`src/rtl/exec_pkg.sv`:
```
// Shared opcode/state encodings and instruction field positions for exec_unit.
package exec_pkg;
    localparam int OPC_MSB = 7;
    localparam int OPC_LSB = 5;
    localparam int IMM_W   = 5;

    typedef enum logic [2:0] {
        OP_ADD, OP_SUB, OP_AND, OP_OR, OP_XOR, OP_MUL, OP_LDI, OP_OUT
    } opcode_t;

    typedef enum logic [1:0] {
        ST_IDLE, ST_DECODE, ST_EXEC, ST_MUL
    } state_t;
endpackage

```
`src/rtl/exec_mul.sv`:
```
// Shift-add multiplier: one partial product per enabled cycle, DATASIZE steps after start.
// done is raised once the step count is exhausted; the owner qualifies it with busy.
module exec_mul #(
    parameter int DATASIZE = 8
) (
    input  logic                    clk,
    input  logic                    rst_n,
    input  logic                    en,
    input  logic                    start,
    input  logic [DATASIZE-1:0]     a,
    input  logic [DATASIZE-1:0]     b,
    output logic                    busy,
    output logic                    done,
    output logic [2*DATASIZE-1:0]   product
);
    localparam int CW = $clog2(DATASIZE + 1);

    logic [2*DATASIZE-1:0] acc;
    logic [2*DATASIZE-1:0] mcand;
    logic [DATASIZE-1:0]   mplier;
    logic [CW-1:0]         cnt;

    always_ff @(posedge clk) begin
        if (!rst_n) begin
            acc    <= '0;
            mcand  <= '0;
            mplier <= '0;
            cnt    <= '0;
            busy   <= 1'b0;
        end else if (en) begin
            if (start) begin
                acc    <= '0;
                mcand  <= (2*DATASIZE)'(a);
                mplier <= b;
                cnt    <= '0;
                busy   <= 1'b1;
            end else if (busy) begin
                if (cnt == CW'(DATASIZE)) begin
                    busy <= 1'b0;
                end else begin
                    if (mplier[0]) acc <= acc + mcand;
                    mcand  <= mcand << 1;
                    mplier <= mplier >> 1;
                    cnt    <= cnt + CW'(1);
                end
            end
        end
    end

    assign done    = (cnt == CW'(DATASIZE));
    assign product = acc;
endmodule

```
`src/rtl/exec_unit.sv`:
```
// Decode/execute stage: non-MUL ops retire 2 cycles after accept, MUL (EXEC_MUL_EN) after DATASIZE+2.
// One instruction in flight; in_ready only in IDLE with main_enable, which freezes everything when low.
module exec_unit
    import exec_pkg::*;
#(
    parameter int DATASIZE = 8
) (
    input  logic                clk,
    input  logic                rst_n,
    input  logic [7:0]          instr,
    input  logic [DATASIZE-1:0] regA,
    input  logic [DATASIZE-1:0] regB,
    input  logic                main_enable,
    input  logic                in_valid,
    output logic                in_ready,
    output logic [DATASIZE-1:0] to_reg,
    output logic                out_wr,
    output logic [DATASIZE-1:0] to_leds,
    output logic                out_valid,
    output logic                flag_z,
    output logic                flag_c,
    output logic                err
);
`ifdef EXEC_MUL_EN
    localparam bit MUL_EN = 1'b1;
`else
    localparam bit MUL_EN = 1'b0;
`endif

    state_t                state, state_nxt;
    logic [7:0]            instr_q;
    logic [DATASIZE-1:0]   a_q, b_q;
    opcode_t               op;
    logic                  accept, retire;
    logic                  mul_busy, mul_done;
    logic [2*DATASIZE-1:0] mul_prod;
    logic [DATASIZE:0]     sum, diff;
    logic [DATASIZE-1:0]   res;
    logic                  c_new, upd, wr, leds_ld, illegal;

    assign op       = opcode_t'(instr_q[OPC_MSB:OPC_LSB]);
    assign in_ready = (state == ST_IDLE) && main_enable;
    assign accept   = in_valid && in_ready;

`ifdef EXEC_MUL_EN
    logic mul_start;
    assign mul_start = main_enable && (state == ST_DECODE) && (op == OP_MUL);

    exec_mul #(.DATASIZE(DATASIZE)) u_mul (
        .clk     (clk),
        .rst_n   (rst_n),
        .en      (main_enable),
        .start   (mul_start),
        .a       (a_q),
        .b       (b_q),
        .busy    (mul_busy),
        .done    (mul_done),
        .product (mul_prod)
    );
`else
    assign mul_busy = 1'b0;
    assign mul_done = 1'b0;
    assign mul_prod = '0;
`endif

    always_ff @(posedge clk) begin
        if (!rst_n) state <= ST_IDLE;
        else        state <= state_nxt;
    end

    always_comb begin
        state_nxt = state;
        retire    = 1'b0;
        if (main_enable) begin
            case (state)
                ST_IDLE:   if (in_valid) state_nxt = ST_DECODE;
                ST_DECODE: state_nxt = (MUL_EN && op == OP_MUL) ? ST_MUL : ST_EXEC;
                ST_EXEC: begin
                    retire    = 1'b1;
                    state_nxt = ST_IDLE;
                end
                ST_MUL: if (mul_busy && mul_done) begin
                    retire    = 1'b1;
                    state_nxt = ST_IDLE;
                end
                default: state_nxt = ST_IDLE;
            endcase
        end
    end

    assign sum  = {1'b0, a_q} + {1'b0, b_q};
    assign diff = {1'b0, a_q} - {1'b0, b_q};

    always_comb begin
        res     = '0;
        c_new   = 1'b0;
        upd     = 1'b0;
        wr      = 1'b0;
        leds_ld = 1'b0;
        illegal = 1'b0;
        case (op)
            OP_ADD: begin res = sum[DATASIZE-1:0];  c_new = sum[DATASIZE];  upd = 1'b1; wr = 1'b1; end
            OP_SUB: begin res = diff[DATASIZE-1:0]; c_new = diff[DATASIZE]; upd = 1'b1; wr = 1'b1; end
            OP_AND: begin res = a_q & b_q; upd = 1'b1; wr = 1'b1; end
            OP_OR:  begin res = a_q | b_q; upd = 1'b1; wr = 1'b1; end
            OP_XOR: begin res = a_q ^ b_q; upd = 1'b1; wr = 1'b1; end
            OP_MUL: begin
                if (MUL_EN) begin
                    res   = mul_prod[DATASIZE-1:0];
                    c_new = |mul_prod[2*DATASIZE-1:DATASIZE];
                    upd   = 1'b1;
                    wr    = 1'b1;
                end else begin
                    illegal = 1'b1;
                end
            end
            OP_LDI: begin res = DATASIZE'(instr_q[IMM_W-1:0]); wr = 1'b1; end
            OP_OUT: leds_ld = 1'b1;
            default: illegal = 1'b1;
        endcase
    end

    // Pulses clear on every edge, frozen or not, so they never stretch.
    always_ff @(posedge clk) begin
        if (!rst_n) begin
            instr_q   <= '0;
            a_q       <= '0;
            b_q       <= '0;
            to_reg    <= '0;
            to_leds   <= '0;
            flag_z    <= 1'b0;
            flag_c    <= 1'b0;
            out_valid <= 1'b0;
            out_wr    <= 1'b0;
            err       <= 1'b0;
        end else begin
            out_valid <= 1'b0;
            out_wr    <= 1'b0;
            err       <= 1'b0;
            if (accept) begin
                instr_q <= instr;
                a_q     <= regA;
                b_q     <= regB;
            end
            if (retire) begin
                out_valid <= 1'b1;
                err       <= illegal;
                if (wr) begin
                    to_reg <= res;
                    out_wr <= 1'b1;
                end
                if (upd) begin
                    flag_z <= (res == '0);
                    flag_c <= c_new;
                end
                if (leds_ld) to_leds <= a_q;
            end
        end
    end
endmodule

```
`config.mk`:
```
export PLATFORM = sky130hd
export DESIGN_NAME = exec_unit
export DESIGN_NICKNAME = d
export VERILOG_FILES = /design/src/rtl/exec_pkg.sv /design/src/rtl/exec_mul.sv /design/src/rtl/exec_unit.sv
export SDC_FILE = /design/constraint.sdc
export NUM_CORES = 1
export LEC_CHECK = 0
export ABC_AREA = 1
export ABC_CLOCK_PERIOD_IN_PS = 3300
export CAP_MARGIN = 0
export CELL_PAD_IN_SITES_DETAIL_PLACEMENT = 1
export CELL_PAD_IN_SITES_GLOBAL_PLACEMENT = 1
export CORE_AREA = 2 2 85 95
export DETAILED_ROUTE_END_ITERATION = 12
export DIE_AREA = 0 0 87 97
export PLACE_DENSITY = 0.81
export SLEW_MARGIN = 20
export SYNTH_ARGS = -nofsm -noshare
export SYNTH_HDL_FRONTEND = slang
export SYNTH_SLANG_ARGS = --single-unit
```
`constraint.sdc`:
```
create_clock -name clk -period 3.3 [get_ports clk]
set_clock_uncertainty 0.2 [all_clocks]
set_input_delay 0.66 -clock clk [delete_from_list [all_inputs] [get_ports clk]]
set_output_delay 0.66 -clock clk [all_outputs]
set_load 0.05 [all_outputs]
```
### Word level (Yosys, flattened, before mapping)

Index checks and enable logic that the tools add are counted.

| word-level totals | value |
|---|---|
| register bits | 47 |
| bits of input ports | 28 |
| output and inout port bits | 22 |
| logic and storage cells | 52 |

| cells by class | value |
|---|---|
| $add $sub $neg | 2 |
| equality and inequality tests | 11 |
| muxes and demuxes | 12 |
| bitwise gates (word level) | 4 |
| reduce and logical (&&, ||, !) cells | 12 |

Operator list:

| kind | count |
|---|---|
| $pmux 8 s6 | 1 |
| $eq 3x3->1 const B | 4 |
| $add 8x8->9 | 1 |
| $sub 8x8->9 | 1 |
| $and 8x8->8 | 1 |
| $logic_not 8->1 | 1 |
| $mux 1 | 8 |
| $or 8x8->8 | 1 |
| $reduce_and 2->1 | 4 |
| $xor 8x8->8 | 1 |
| $eq 3x2->1 const B | 2 |
| $pmux 2 s3 | 1 |
| $reduce_or 6->1 | 1 |
| $reduce_or 5->1 | 1 |
| $eq 2x2->1 const B | 2 |
| $eq 3x1->1 const B | 1 |
| $logic_not 3->1 | 1 |
| $reduce_and 3->1 | 1 |
| $eq 2x1->1 const B | 1 |
| $logic_and 1x1->1 | 2 |
| $logic_not 2->1 | 1 |
| $mux 2 | 1 |
| $ne 2x2->1 const B | 1 |
| $pmux 1 s2 | 1 |
| $not 1->1 | 1 |

### Logic depth before layout (Yosys ltp)

Gate-level depths: netlist (run 1).

| depth | value |
|---|---|
| word-level depth | 4 |
| mapped depth | 16 |
| depth with buffers taken out | 16 |

### Worst setup path before layout (run 1)

Ideal clock, no wire load.

| timing | value |
|---|---|
| kind | input -> register |
| start | in main_enable |
| end | reg a_q[6] |
| library setup time | 128 ps |
| arrival time | 1710 ps |
| data required time | 2972 ps |
| setup slack | 1262 ps |
| stages | 6 |
| path buffers | 1 |
| path through | nand2_1 -> inv_1 -> nand2_1 -> clkbuf_1 -> o21ai_0 -> a21oi_1 |

| between the ends | value |
|---|---|
| word-level cells in the longest chain between the ends | 2 |

Ends and longest elaborated chain:

| what | RTL line | text |
|---|---|---|
| start: declaration | exec_unit.sv:13 | `input logic main_enable,` |
| $logic_and 1x1->1 | exec_unit.sv:42 | `assign in_ready = (state == ST_IDLE) && main_enable;` |
| via in_ready | exec_unit.sv:15 | `output logic in_ready,` |
| $logic_and 1x1->1 | exec_unit.sv:43 | `assign accept = in_valid && in_ready;` |
| end signal: assignment | exec_unit.sv:142 | `a_q <= regA;` |
| end: declaration | exec_unit.sv:32 | `logic [DATASIZE-1:0] a_q, b_q;` |

The timed path passes the listed nets, and every way through them passes these cells.
A chain may end at the register's enable or synchronous reset.

### Worst setup path in the final report (run 1)

| timing | value |
|---|---|
| start | in main_enable |
| end | out in_ready |

| between the ends | value |
|---|---|
| word-level cells in the longest chain between the ends | 1 |

Ends and longest elaborated chain:

| what | RTL line |
|---|---|
| $logic_and 1x1->1 | exec_unit.sv:42 |
| end: declaration | exec_unit.sv:15 |

No other way between the ends.

==> metrics.csv, run 1 <==
stage,metric,value,unit
worst_setup_path,critical path startpoint category,input pin,
power_and_ir_drop,P_int,0.0009073,W
timing,max-slew violation count,0,
timing,crit path time final,2.465,ns
finish,"commonest non-fill, non-tap cell in the layout",nand2_1,
drt,drt first pass iters,4,
drt,Remaining DRCs,0,
worst_setup_path,required time worst endpoint,2.44,ns
power_and_ir_drop,PD cells,406.6,mW/mm^2
place,PortBufs,49,
worst_setup_path,kind of critical path,in -> out,
grt,initial antenna violation count,0,
finish,filler instances,982,
drt,via count,2875,
clocking,H-Tree Depth,2,
finish,Inserted Diodes,0,
synth,post-synthesis net count,488,
drt,ANT nets after route,0,
timing,TNS Setup,0,ns
finish,Area Growth Syn to Fin,22.22,%
worst_setup_path,"Critical Path, Cell by Cell","clkdlybuf4s50_1, nand2_1, inv_1, buf_4",
worst_setup_path,CP Capture Type,output port,
hold_path,Hold Startpoint,instr_q[0]$_SDFFE_PN0P_,
grt,GRT Total Usage,0.1993,
place,Post-DP HPWL,6391,um
synth,"Seq/Total Area, Yosys",0.3244,
grt,first-pass GRT wire length,13700,um
clocking,CTS tree,built,
power_and_ir_drop,Comb pwr share,0.314,
grt,number of global-route vias before repair,2885,
synth,cell count after synthesis,429,
timing,final period utilization,0.7470,
clocking,post-CTS sizing,0,
clocking,hold buffers post-CTS,0,
timing,fmax,0.4057,GHz
power_and_ir_drop,leakage,1.664,nW
synth,post-synthesis register bit count,47,
timing,setup ws final,0.8350,ns
finish,final net count,533,
timing,final setup fails,0,
clocking,clk sinks,47,
power_and_ir_drop,P_sw,0.0005339,W
finish,layout cells sized above 1,0.04632,
clocking,clk root buf,clkbuf_8,
drt,drt total wl,8168,um
clocking,total CTS buffers,5,
floorplan,die area,0.008439,sq mm
floorplan,io pins,50,
worst_setup_path,Worst path max stage delay,0.50,ns
finish,Multi-input gate area,0.001648,sq mm
clocking,Clock Pin Slew Worst Setup and Hold Paths,0.09,ns
hold_path,hold path cells,2,
place,pre-CTS setup slack,0.7639,ns
job,max-cap violations,0,
worst_setup_path,CP max stage cell,clkdlybuf4s50_1,
worst_setup_path,maximum fanout along the worst path,7,
synth,mean area per synthesized cell,6.761,sq um
worst_setup_path,worst reg-to-reg setup slack,0.88,ns
power_and_ir_drop,Sw Share,0.3705,
status,outcome,"complete, no violations",
floorplan,number of core rows,33,
finish,register area,940.9,sq um
place,GP Congestion,0.9063,
clocking,clock buffer depth,2,
timing,Slew headroom,0.5992,
worst_setup_path,FF-to-FF End,flag_z$_SDFFE_PN0P_,
power_and_ir_drop,clock group share of total power,0.247,
timing,final hold violations,0,
grt,largest net degree at the start of global routing,44,
power_and_ir_drop,Max VDD drop,0.1593,mV
synth,Ys Warns,0,
drt,routed len/inst,14.53,um
synth,Synth cell types,26,
finish,"commonest non-fill, non-tap cells in the layout","nand2_1 (90), inv_1 (59), a21oi_1 (48), clkdlybuf4s50_1 (48), dfxtp_1 (47)",
worst_setup_path,crit-path leading delay family,buffers and inverters,
synth,synthesized cell area,0.002900,sq mm
power_and_ir_drop,sequential share of power,0.438,
clocking,worst skew pair latency,0.30,ns
worst_setup_path,WP data arrival,1.61,ns
timing,RSZ-0062 raised after global routing,false,
hold_path,worst hold path type,reg -> reg,
drt,drt via density,5.116,
floorplan,Vert. Die Dim,97,um
timing,Least-Margin Pin Slew,0.5989,ns
hold_path,hold endpoint,instr_q[0]$_SDFFE_PN0P_,
worst_setup_path,WP buf/inv,3,
floorplan,Starting Density,0.3924,
worst_setup_path,FF-to-FF path depth,13,
floorplan,Die X,87,um
drt,DR iter-0 viols,108,
floorplan,Core Region,0.007391,sq mm
worst_setup_path,reg-to-reg startpoint,a_q[5]$_SDFFE_PN0P_,
grt,global route overflow,0,
clocking,post-CTS setup buffers,0,
==> logic make-up after synthesis <==
family	count (synthesis)	synth area share
and+or+nand+nor	176	0.2597
AOI/OAI and AO/OA	94	0.1695
DFF	47	0.3244
buffers and inverters	81	0.1074
adders and majority gates	31	0.1389
==> cell usage after synthesis <==
cell / count / area [sq um]
or2_1: 1 / 6.260
nand3_1: 38 / 190.2
a21oi_1: 48 / 240.2
and2_1: 1 / 6.260
buf_1: 1 / 3.750
nor3_1: 1 / 5.000
nand3b_1: 1 / 7.510
fa_1: 2 / 40.04
inv_1: 59 / 221.5
o22ai_1: 3 / 18.77
nor2_2: 1 / 6.260
o211ai_1: 6 / 45.04
nand2_1: 90 / 337.8
o21ai_1: 1 / 5.000
dfxtp_1: 47 / 940.9
clkbuf_1: 9 / 33.78
inv_2: 8 / 30.03
nor3_2: 2 / 20.02
buf_2: 3 / 15.01
nor2_1: 33 / 123.9
nor4_1: 1 / 6.260
buf_4: 1 / 7.510
o21ai_0: 35 / 175.2
o21bai_1: 1 / 7.510
ha_1: 29 / 362.9
nand4_1: 7 / 43.79
==> final cells by class <==
type | instances | area share
Multi-Input combinational cell | 301 | 0.4649
Sequential cell | 47 | 0.2654
Timing Repair Buffer | 52 | 0.1440
Inverter | 67 | 0.07095
Tap cell | 87 | 0.03071
Clock buffer | 6 | 0.02047
Clock inverter | 2 | 0.003530
==> through the flow <==
| step | power [W] | instance area (sq um) | instances | utilization | hold WS, ns |
|---|---|---|---|---|---|
| after global placement | 0.001081 | 3460 | 554 | 0.4681 | 0.2548 |
| after CTS | 0.001460 | 3545 | 562 | 0.4796 | 0.2806 |
| after floorplan | 0.0009480 | 2900 | 429 | - | 0.2411 |
| final | 0.001441 | 3545 | 562 | 0.4796 | 0.2809 |
| after global routing | 0.001542 | 3545 | 562 | 0.4796 | 0.3004 |
| after detailed placement | 0.001097 | 3460 | 554 | 0.4681 | 0.2620 |
==> worst min-delay path, cell delays in order, from the launching register on <==
cell and delay, ns:
dfxtp_1 0.32, nand2_1 0.06, a21oi_1 0.05
==> power groups by stage <==
stage | Sequential [W] | Combinational, W | Clock, W
finish | 0.000632 | 0.000453 | 0.000356
CTS | 0.000632 | 0.000454 | 0.000373
global route | 0.000637 | 0.000512 | 0.000393
detailed placement | 0.000645 | 0.000452 | 0
floorplan | 0.000661 | 0.000287 | 0
global placement | 0.000642 | 0.000439 | 0
==> worst max path at each step <==
stage	slack (ns)	from	cells after the start	endpoint
detailed placement	0.76	main_enable	11	flag_z$_SDFFE_PN0P_
finish	0.83	main_enable	4	in_ready
CTS	0.83	main_enable	4	in_ready
floorplan	1.26	main_enable	6	a_q[6]$_SDFFE_PN0P_
global route	0.60	a_q[5]$_SDFFE_PN0P_	14	flag_z$_SDFFE_PN0P_
global placement	0.85	main_enable	4	in_ready
==> routing by layer <==
metal / GRT usage / vias to the layer above / part of all wire
met2: 0.3300 / 55 / 0.47
met3: 0.02986 / 10 / 0.035
met4: 0.04808 / 0 / 0.015
met1: 0.2689 / 1336 / 0.48
li1: - / 1474 / -
met5: 0 / - / 0
(Power assumes the default switching activity.)
==> run 2: changes to the inputs <==
ABC_CLOCK_PERIOD_IN_PS = 2050   (was 3300)
CORE_AREA = 2 2 92 102   (was 2 2 85 95)
DIE_AREA = 0 0 94 104   (was 0 0 87 97)
PLACE_DENSITY = 0.74   (was 0.81)
clock period = 2.05 ns   (was 3.3 ns; I/O delays follow)
==> metrics.csv, run 2 (synthesized netlist as in run 1, its figures left out) <==
stage,metric,value,unit,change
worst_setup_path,CP Capture Type,flop,,
hold_path,Hold Startpoint,instr_q[2]$_SDFFE_PN0P_,,
clocking,clk sinks,47,,unchanged
power_and_ir_drop,P_sw,0.001024,W,+92%
finish,Inserted Diodes,0,,unchanged
status,failing checks,setup timing,,
power_and_ir_drop,P_int,0.001749,W,+93%
worst_setup_path,required time worst endpoint,2.07,ns,-0.37 ns
drt,DR iter-0 viols,97,,-10%
clocking,worst skew pair latency,0.31,ns,about the same
worst_setup_path,CP Depth,15,,+11
worst_setup_path,FF-to-FF End,flag_z$_SDFFE_PN0P_,,
timing,setup ws final,-0.1452,ns,-0.9802 ns
finish,Multi-input gate area,0.001899,sq mm,+15%
worst_setup_path,WP data arrival,2.21,ns,+0.60 ns
place,Post-DP HPWL,7455,um,+17%
worst_setup_path,reg-to-reg startpoint,a_q[0]$_SDFFE_PN0P_,,
timing,final period utilization,1.071,,
timing,TNS Setup,-0.3728,ns,-0.3728 ns
worst_setup_path,crit-path leading delay family,simple AND/OR/NAND/NOR gates,,
grt,global route overflow,0,,unchanged
drt,via count,3256,,+13%
timing,Least-Margin Pin Slew,0.4731,ns,-0.1258 ns
clocking,Clock Pin Slew Worst Setup and Hold Paths,0.10,ns,about the same
timing,RSZ-0062 raised after global routing,true,,
floorplan,die area,0.009776,sq mm,+16%
clocking,H-Tree Depth,2,,unchanged
place,GP Congestion,0.9084,,+0.23%
timing,crit path time final,2.195,ns,
clocking,clock buffer depth,2,,unchanged
worst_setup_path,maximum fanout along the worst path,3,,-4
timing,max-slew violation count,0,,unchanged
status,outcome,finished with violations,,
hold_path,hold path cells,2,,unchanged
finish,"commonest non-fill, non-tap cell in the layout",buf_4,,
power_and_ir_drop,Max VDD drop,0.2504,mV,+57%
finish,final net count,601,,+13%
hold_path,hold endpoint,instr_q[2]$_SDFFE_PN0P_,,
power_and_ir_drop,PD cells,633.8,mW/mm^2,+56%
finish,register area,958.4,sq um,+1.9%
clocking,clk root buf,clkbuf_8,,
finish,"commonest non-fill, non-tap cells in the layout","buf_4 (88), nand2_1 (70), inv_1 (45), a21oi_1 (45), dfxtp_1 (35)",,
drt,Remaining DRCs,0,,unchanged
worst_setup_path,CP dominant cell by count,nor2_1,,
grt,GRT Total Usage,0.1967,,-0.002576
drt,drt total wl,10190,um,+25%
timing,final hold violations,0,,unchanged
worst_setup_path,"Critical Path, Cell by Cell","inv_2, ha_4, inv_4, fa_2, buf_6, nand4_1, nand3_2, nand2_2, nand2_1, nor2_2, nor2_2, nand2_1, nor2_1, nor2_1, nor2_1",,
hold_path,worst hold path type,reg -> reg,,
finish,Area Growth Syn to Fin,50.86,%,
drt,routed len/inst,15.51,um,+6.7%
drt,drt first pass iters,4,,unchanged
grt,initial antenna violation count,0,,unchanged
finish,filler instances,1121,,+14%
finish,final core utilization,0.4981,,+0.01855
job,max-cap violations,0,,unchanged
worst_setup_path,WP buf/inv,3,,unchanged
grt,largest net degree at the start of global routing,44,,unchanged
floorplan,Vert. Die Dim,104,um,+7.2%
grt,first-pass GRT wire length,15680,um,+15%
timing,Slew headroom,0.6843,,+0.08503
drt,ANT nets after route,0,,unchanged
floorplan,Starting Density,0.3302,,-0.06222
floorplan,Die X,94,um,+8.0%
power_and_ir_drop,clock group share of total power,0.227,,-0.020
worst_setup_path,CP max stage cell,fa_2,,
floorplan,Core Region,0.008783,sq mm,+19%
floorplan,number of core rows,36,,+9.1%
finish,layout cells sized above 1,0.3517,,+0.3054
worst_setup_path,Worst Setup SP,a_q[0]$_SDFFE_PN0P_,,
floorplan,io pins,50,,unchanged
clocking,CTS tree,built,,
power_and_ir_drop,sequential share of power,0.365,,-0.073
timing,fmax,0.4555,GHz,
drt,drt via density,4.956,,-3.1%
worst_setup_path,kind of critical path,reg -> reg,,
grt,number of global-route vias before repair,3362,,+17%
worst_setup_path,Worst path max stage delay,0.38,ns,-0.12 ns
clocking,total CTS buffers,5,,unchanged
timing,final setup fails,4,,+4
worst_setup_path,FF-to-FF path depth,15,,+2
worst_setup_path,critical path startpoint category,flop,,
power_and_ir_drop,leakage,2.096,nW,+26%
power_and_ir_drop,Comb pwr share,0.407,,+0.093
power_and_ir_drop,Sw Share,0.3693,,-0.001206
place,PortBufs,49,,unchanged
worst_setup_path,worst reg-to-reg setup slack,-0.15,ns,-1.03 ns
power_and_ir_drop,Tot Pwr,0.002773,W,+92%
==> run 2: power by group through the flow <==
stage / sequential (W) / combinational, W / clock, W
3_3_place_gp: 0.00102 / 0.000929 / 0
4_1_cts: 0.00101 / 0.00102 / 0.000645
2_1_floorplan: 0.00106 / 0.000462 / 0
3_5_place_dp: 0.00103 / 0.000960 / 0
5_1_grt: 0.00102 / 0.00123 / 0.000685
6_report: 0.00101 / 0.00113 / 0.000630
==> run 2: worst min-delay path, delay by kind of cell (launching register included) <==
| kind | cells | cell delay [ns] |
|---|---|---|
| and+or+nand+nor | 1 | 0.06 |
| DFF | 1 | 0.33 |
| AOI/OAI and AO/OA | 1 | 0.05 |
==> run 2: through the flow <==
| step | cell area, sq um | std cells | hold WS [ns] | worst slack, ns |
|---|---|---|---|---|
| floorplan | 2900 | 429 | 0.2411 | 0.01866 |
| global placement | 3956 | 643 | 0.2559 | -0.1548 |
| detailed placement | 3956 | 643 | 0.2644 | -0.2071 |
| global route | 4375 | 657 | 0.3097 | -0.2925 |
| finish | 4375 | 657 | 0.2784 | -0.1452 |
| CTS | 4188 | 653 | 0.2791 | -0.1495 |
==> run 2: layout make-up <==
class,instances,area share
Inverter,67,0.05862
Tap cell,114,0.03260
Clock buffer,6,0.01887
Multi-Input combinational cell,301,0.4341
Sequential cell,47,0.2190
Timing Repair Buffer,120,0.2336
Clock inverter,2,0.003146
==> run 2: worst max-delay path by stage <==
stage | slack (ns) | endpoint
after floorplan | 0.02 | flag_z$_SDFFE_PN0P_
after CTS | -0.15 | flag_z$_SDFFE_PN0P_
after global placement | -0.15 | flag_z$_SDFFE_PN0P_
after global routing | -0.29 | flag_z$_SDFFE_PN0P_
after detailed placement | -0.21 | flag_z$_SDFFE_PN0P_
final | -0.15 | flag_z$_SDFFE_PN0P_
==> run 2: timing repair <==
item	4_1_cts	5_1_grt
pin swaps	18	24
endpoints found under the setup margin	9	9
gates resized for setup	33	60
buffers inserted	4	6
hold buffers	0	0
==> run 2: metal layers <==
metal | vias up | track usage | routed length, um
met1 | 1561 | 0.2516 | 4510
li1 | 1614 | - | -
met5 | - | 0 | 0
met4 | 0 | 0.04762 | 218
met3 | 19 | 0.02246 | 324
met2 | 62 | 0.3485 | 5135
==> run 3: changes to the inputs <==
SKIP_CTS_REPAIR_TIMING = 1   (was default)
==> metrics.csv, run 3 (synthesized netlist as in run 1, its figures left out) <==
stage,metric,value,unit,change
floorplan,die area,0.009776,sq mm,unchanged
timing,final hold slack,0.2775,ns,-0.0008360 ns
hold_path,worst hold path type,reg -> reg,,
timing,fmax,0.4556,GHz,about the same
floorplan,io pins,50,,unchanged
timing,max-slew violation count,0,,unchanged
timing,final setup fails,6,,+2
drt,via count,3244,,-0.37%
status,failing checks,setup timing,,
floorplan,Vert. Die Dim,104,um,unchanged
place,PortBufs,49,,unchanged
timing,RSZ-0062 raised after global routing,true,,
timing,TNS Setup,-0.4243,ns,-0.05143 ns
finish,"commonest non-fill, non-tap cell in the layout",buf_4,,
drt,drt via density,4.908,,-0.97%
clocking,clk root buf,clkbuf_8,,
worst_setup_path,CP dominant cell by count,nor2_1,,
worst_setup_path,kind of critical path,reg -> reg,,
finish,filler instances,1111,,-0.89%
clocking,clk sinks,47,,unchanged
clocking,H-Tree Depth,2,,unchanged
worst_setup_path,WP buf/inv,2,,-1
finish,Area Growth Syn to Fin,52.24,%,
drt,routed len/inst,14.88,um,-4.1%
worst_setup_path,required time worst endpoint,2.10,ns,+0.03 ns
grt,global route overflow,0,,unchanged
worst_setup_path,WP data arrival,2.25,ns,+0.04 ns
job,max-cap violations,0,,unchanged
worst_setup_path,CP max stage cell,fa_2,,
power_and_ir_drop,Tot Pwr,0.002793,W,+0.72%
clocking,worst skew pair latency,0.31,ns,about the same
timing,crit path time final,2.195,ns,-0.0004580 ns
floorplan,number of core rows,36,,unchanged
finish,design area,0.004415,sq mm,+0.91%
drt,drt first pass iters,4,,unchanged
timing,final period utilization,1.071,,about the same
worst_setup_path,Worst path max stage delay,0.40,ns,+0.02 ns
worst_setup_path,"Critical Path, Cell by Cell","inv_2, ha_4, inv_4, fa_2, nand2_1, nand2_1, nor3_2, nand3_1, nor2_1, nand3_1, nor2_1, nor2_1, nor2_1",,
power_and_ir_drop,Max VDD drop,0.2571,mV,+2.7%
finish,layout cells sized above 1,0.3547,,+0.002912
place,placed cell areas,0.003956,sq mm,unchanged
drt,Remaining DRCs,0,,unchanged
floorplan,Starting Density,0.3302,,unchanged
clocking,Clock Pin Slew Worst Setup and Hold Paths,0.10,ns,about the same
grt,first-pass GRT wire length,15300,um,-2.5%
place,GP Congestion,0.9084,,unchanged
grt,largest net degree at the start of global routing,44,,unchanged
place,Post-DP HPWL,7455,um,unchanged
drt,ANT nets after route,0,,unchanged
worst_setup_path,CP Capture Type,flop,,
power_and_ir_drop,leakage,2.121,nW,+1.2%
finish,final net count,605,,+0.67%
place,placed cell count,643,,unchanged
power_and_ir_drop,PD cells,632.5,mW/mm^2,-0.20%
timing,final hold violations,0,,unchanged
timing,Least-Margin Pin Slew,0.4502,ns,-0.02285 ns
finish,"commonest non-fill, non-tap cells in the layout","buf_4 (91), nand2_1 (73), inv_1 (47)",,
drt,drt total wl,9833,um,-3.5%
worst_setup_path,critical path startpoint category,flop,,
finish,Post-Layout Cell Count,661,,+0.61%
grt,initial antenna violation count,0,,unchanged
floorplan,Core Region,0.008783,sq mm,unchanged
finish,Inserted Diodes,0,,unchanged
clocking,CTS tree,built,,
clocking,total CTS buffers,5,,unchanged
floorplan,Die X,94,um,unchanged
grt,number of global-route vias before repair,3327,,-1.0%
worst_setup_path,maximum fanout along the worst path,2,,-1
grt,GRT Total Usage,0.1915,,-0.005240
timing,setup ws final,-0.1447,ns,+0.0004580 ns
timing,Slew headroom,0.6995,,+0.01525
drt,DR iter-0 viols,80,,-18%
status,outcome,finished with violations,,
worst_setup_path,crit-path leading delay family,simple AND/OR/NAND/NOR gates,,
clocking,clock buffer depth,2,,unchanged
[run 3: changes by cell type in the layout (fill, tap and decap cells not counted), sizes merged]
cell / delta
buf: +4
[run 3: per-layer routing]
layer | global-route usage | share of wire | vias up | wire length (um)
met4 | 0.04762 | 0.015 | 0 | 146
met2 | 0.3332 | 0.51 | 59 | 5036
met1 | 0.2492 | 0.45 | 1550 | 4379
met5 | 0 | 0 | - | 0
met3 | 0.02246 | 0.027 | 11 | 270
li1 | - | - | 1624 | -
[run 3: path summary, 6_finish.rpt]
path                                              start                 endpoint  slack, ns  cells after the start
worst min-delay path            instr_q[2]$_SDFFE_PN0P_  instr_q[2]$_SDFFE_PN0P_       0.28                      2
worst min register to register  instr_q[2]$_SDFFE_PN0P_  instr_q[2]$_SDFFE_PN0P_       0.28                      2
worst max register to register      a_q[0]$_SDFFE_PN0P_      flag_z$_SDFFE_PN0P_      -0.14                     13
worst max-delay path                a_q[0]$_SDFFE_PN0P_      flag_z$_SDFFE_PN0P_      -0.14                     13
[run 3: tightest hold or removal path: stages, from the launching register on]
cell and delay, ns:
dfxtp_1 0.33, nand2_1 0.06, a21oi_1 0.05
[run 3: area by class of cell]
type                       instances  area [sq um]  area share
clock buffer                       6         82.58     0.01870
timing repair buffer             124          1065      0.2411
inverter                          67         254.0     0.05752
clock inverter                     2         13.76    0.003117
tap                              114         142.6     0.03230
multi-input combinational        301          1901      0.4304
sequential                        47         957.2      0.2168
[run 3: where the power goes]
group          internal, W  switching [W]
Combinational     0.000526       0.000626
Sequential        0.000971      0.0000415
Clock             0.000277       0.000352
Total              0.00177        0.00102
[run 3: through the flow]
stage	setup slack, ns	utilization
floorplan	0.01866	-
global route	-0.3322	0.5027
CTS	-0.2445	0.4614
global placement	-0.1548	0.4504
detailed placement	-0.2071	0.4504
finish	-0.1447	0.5027
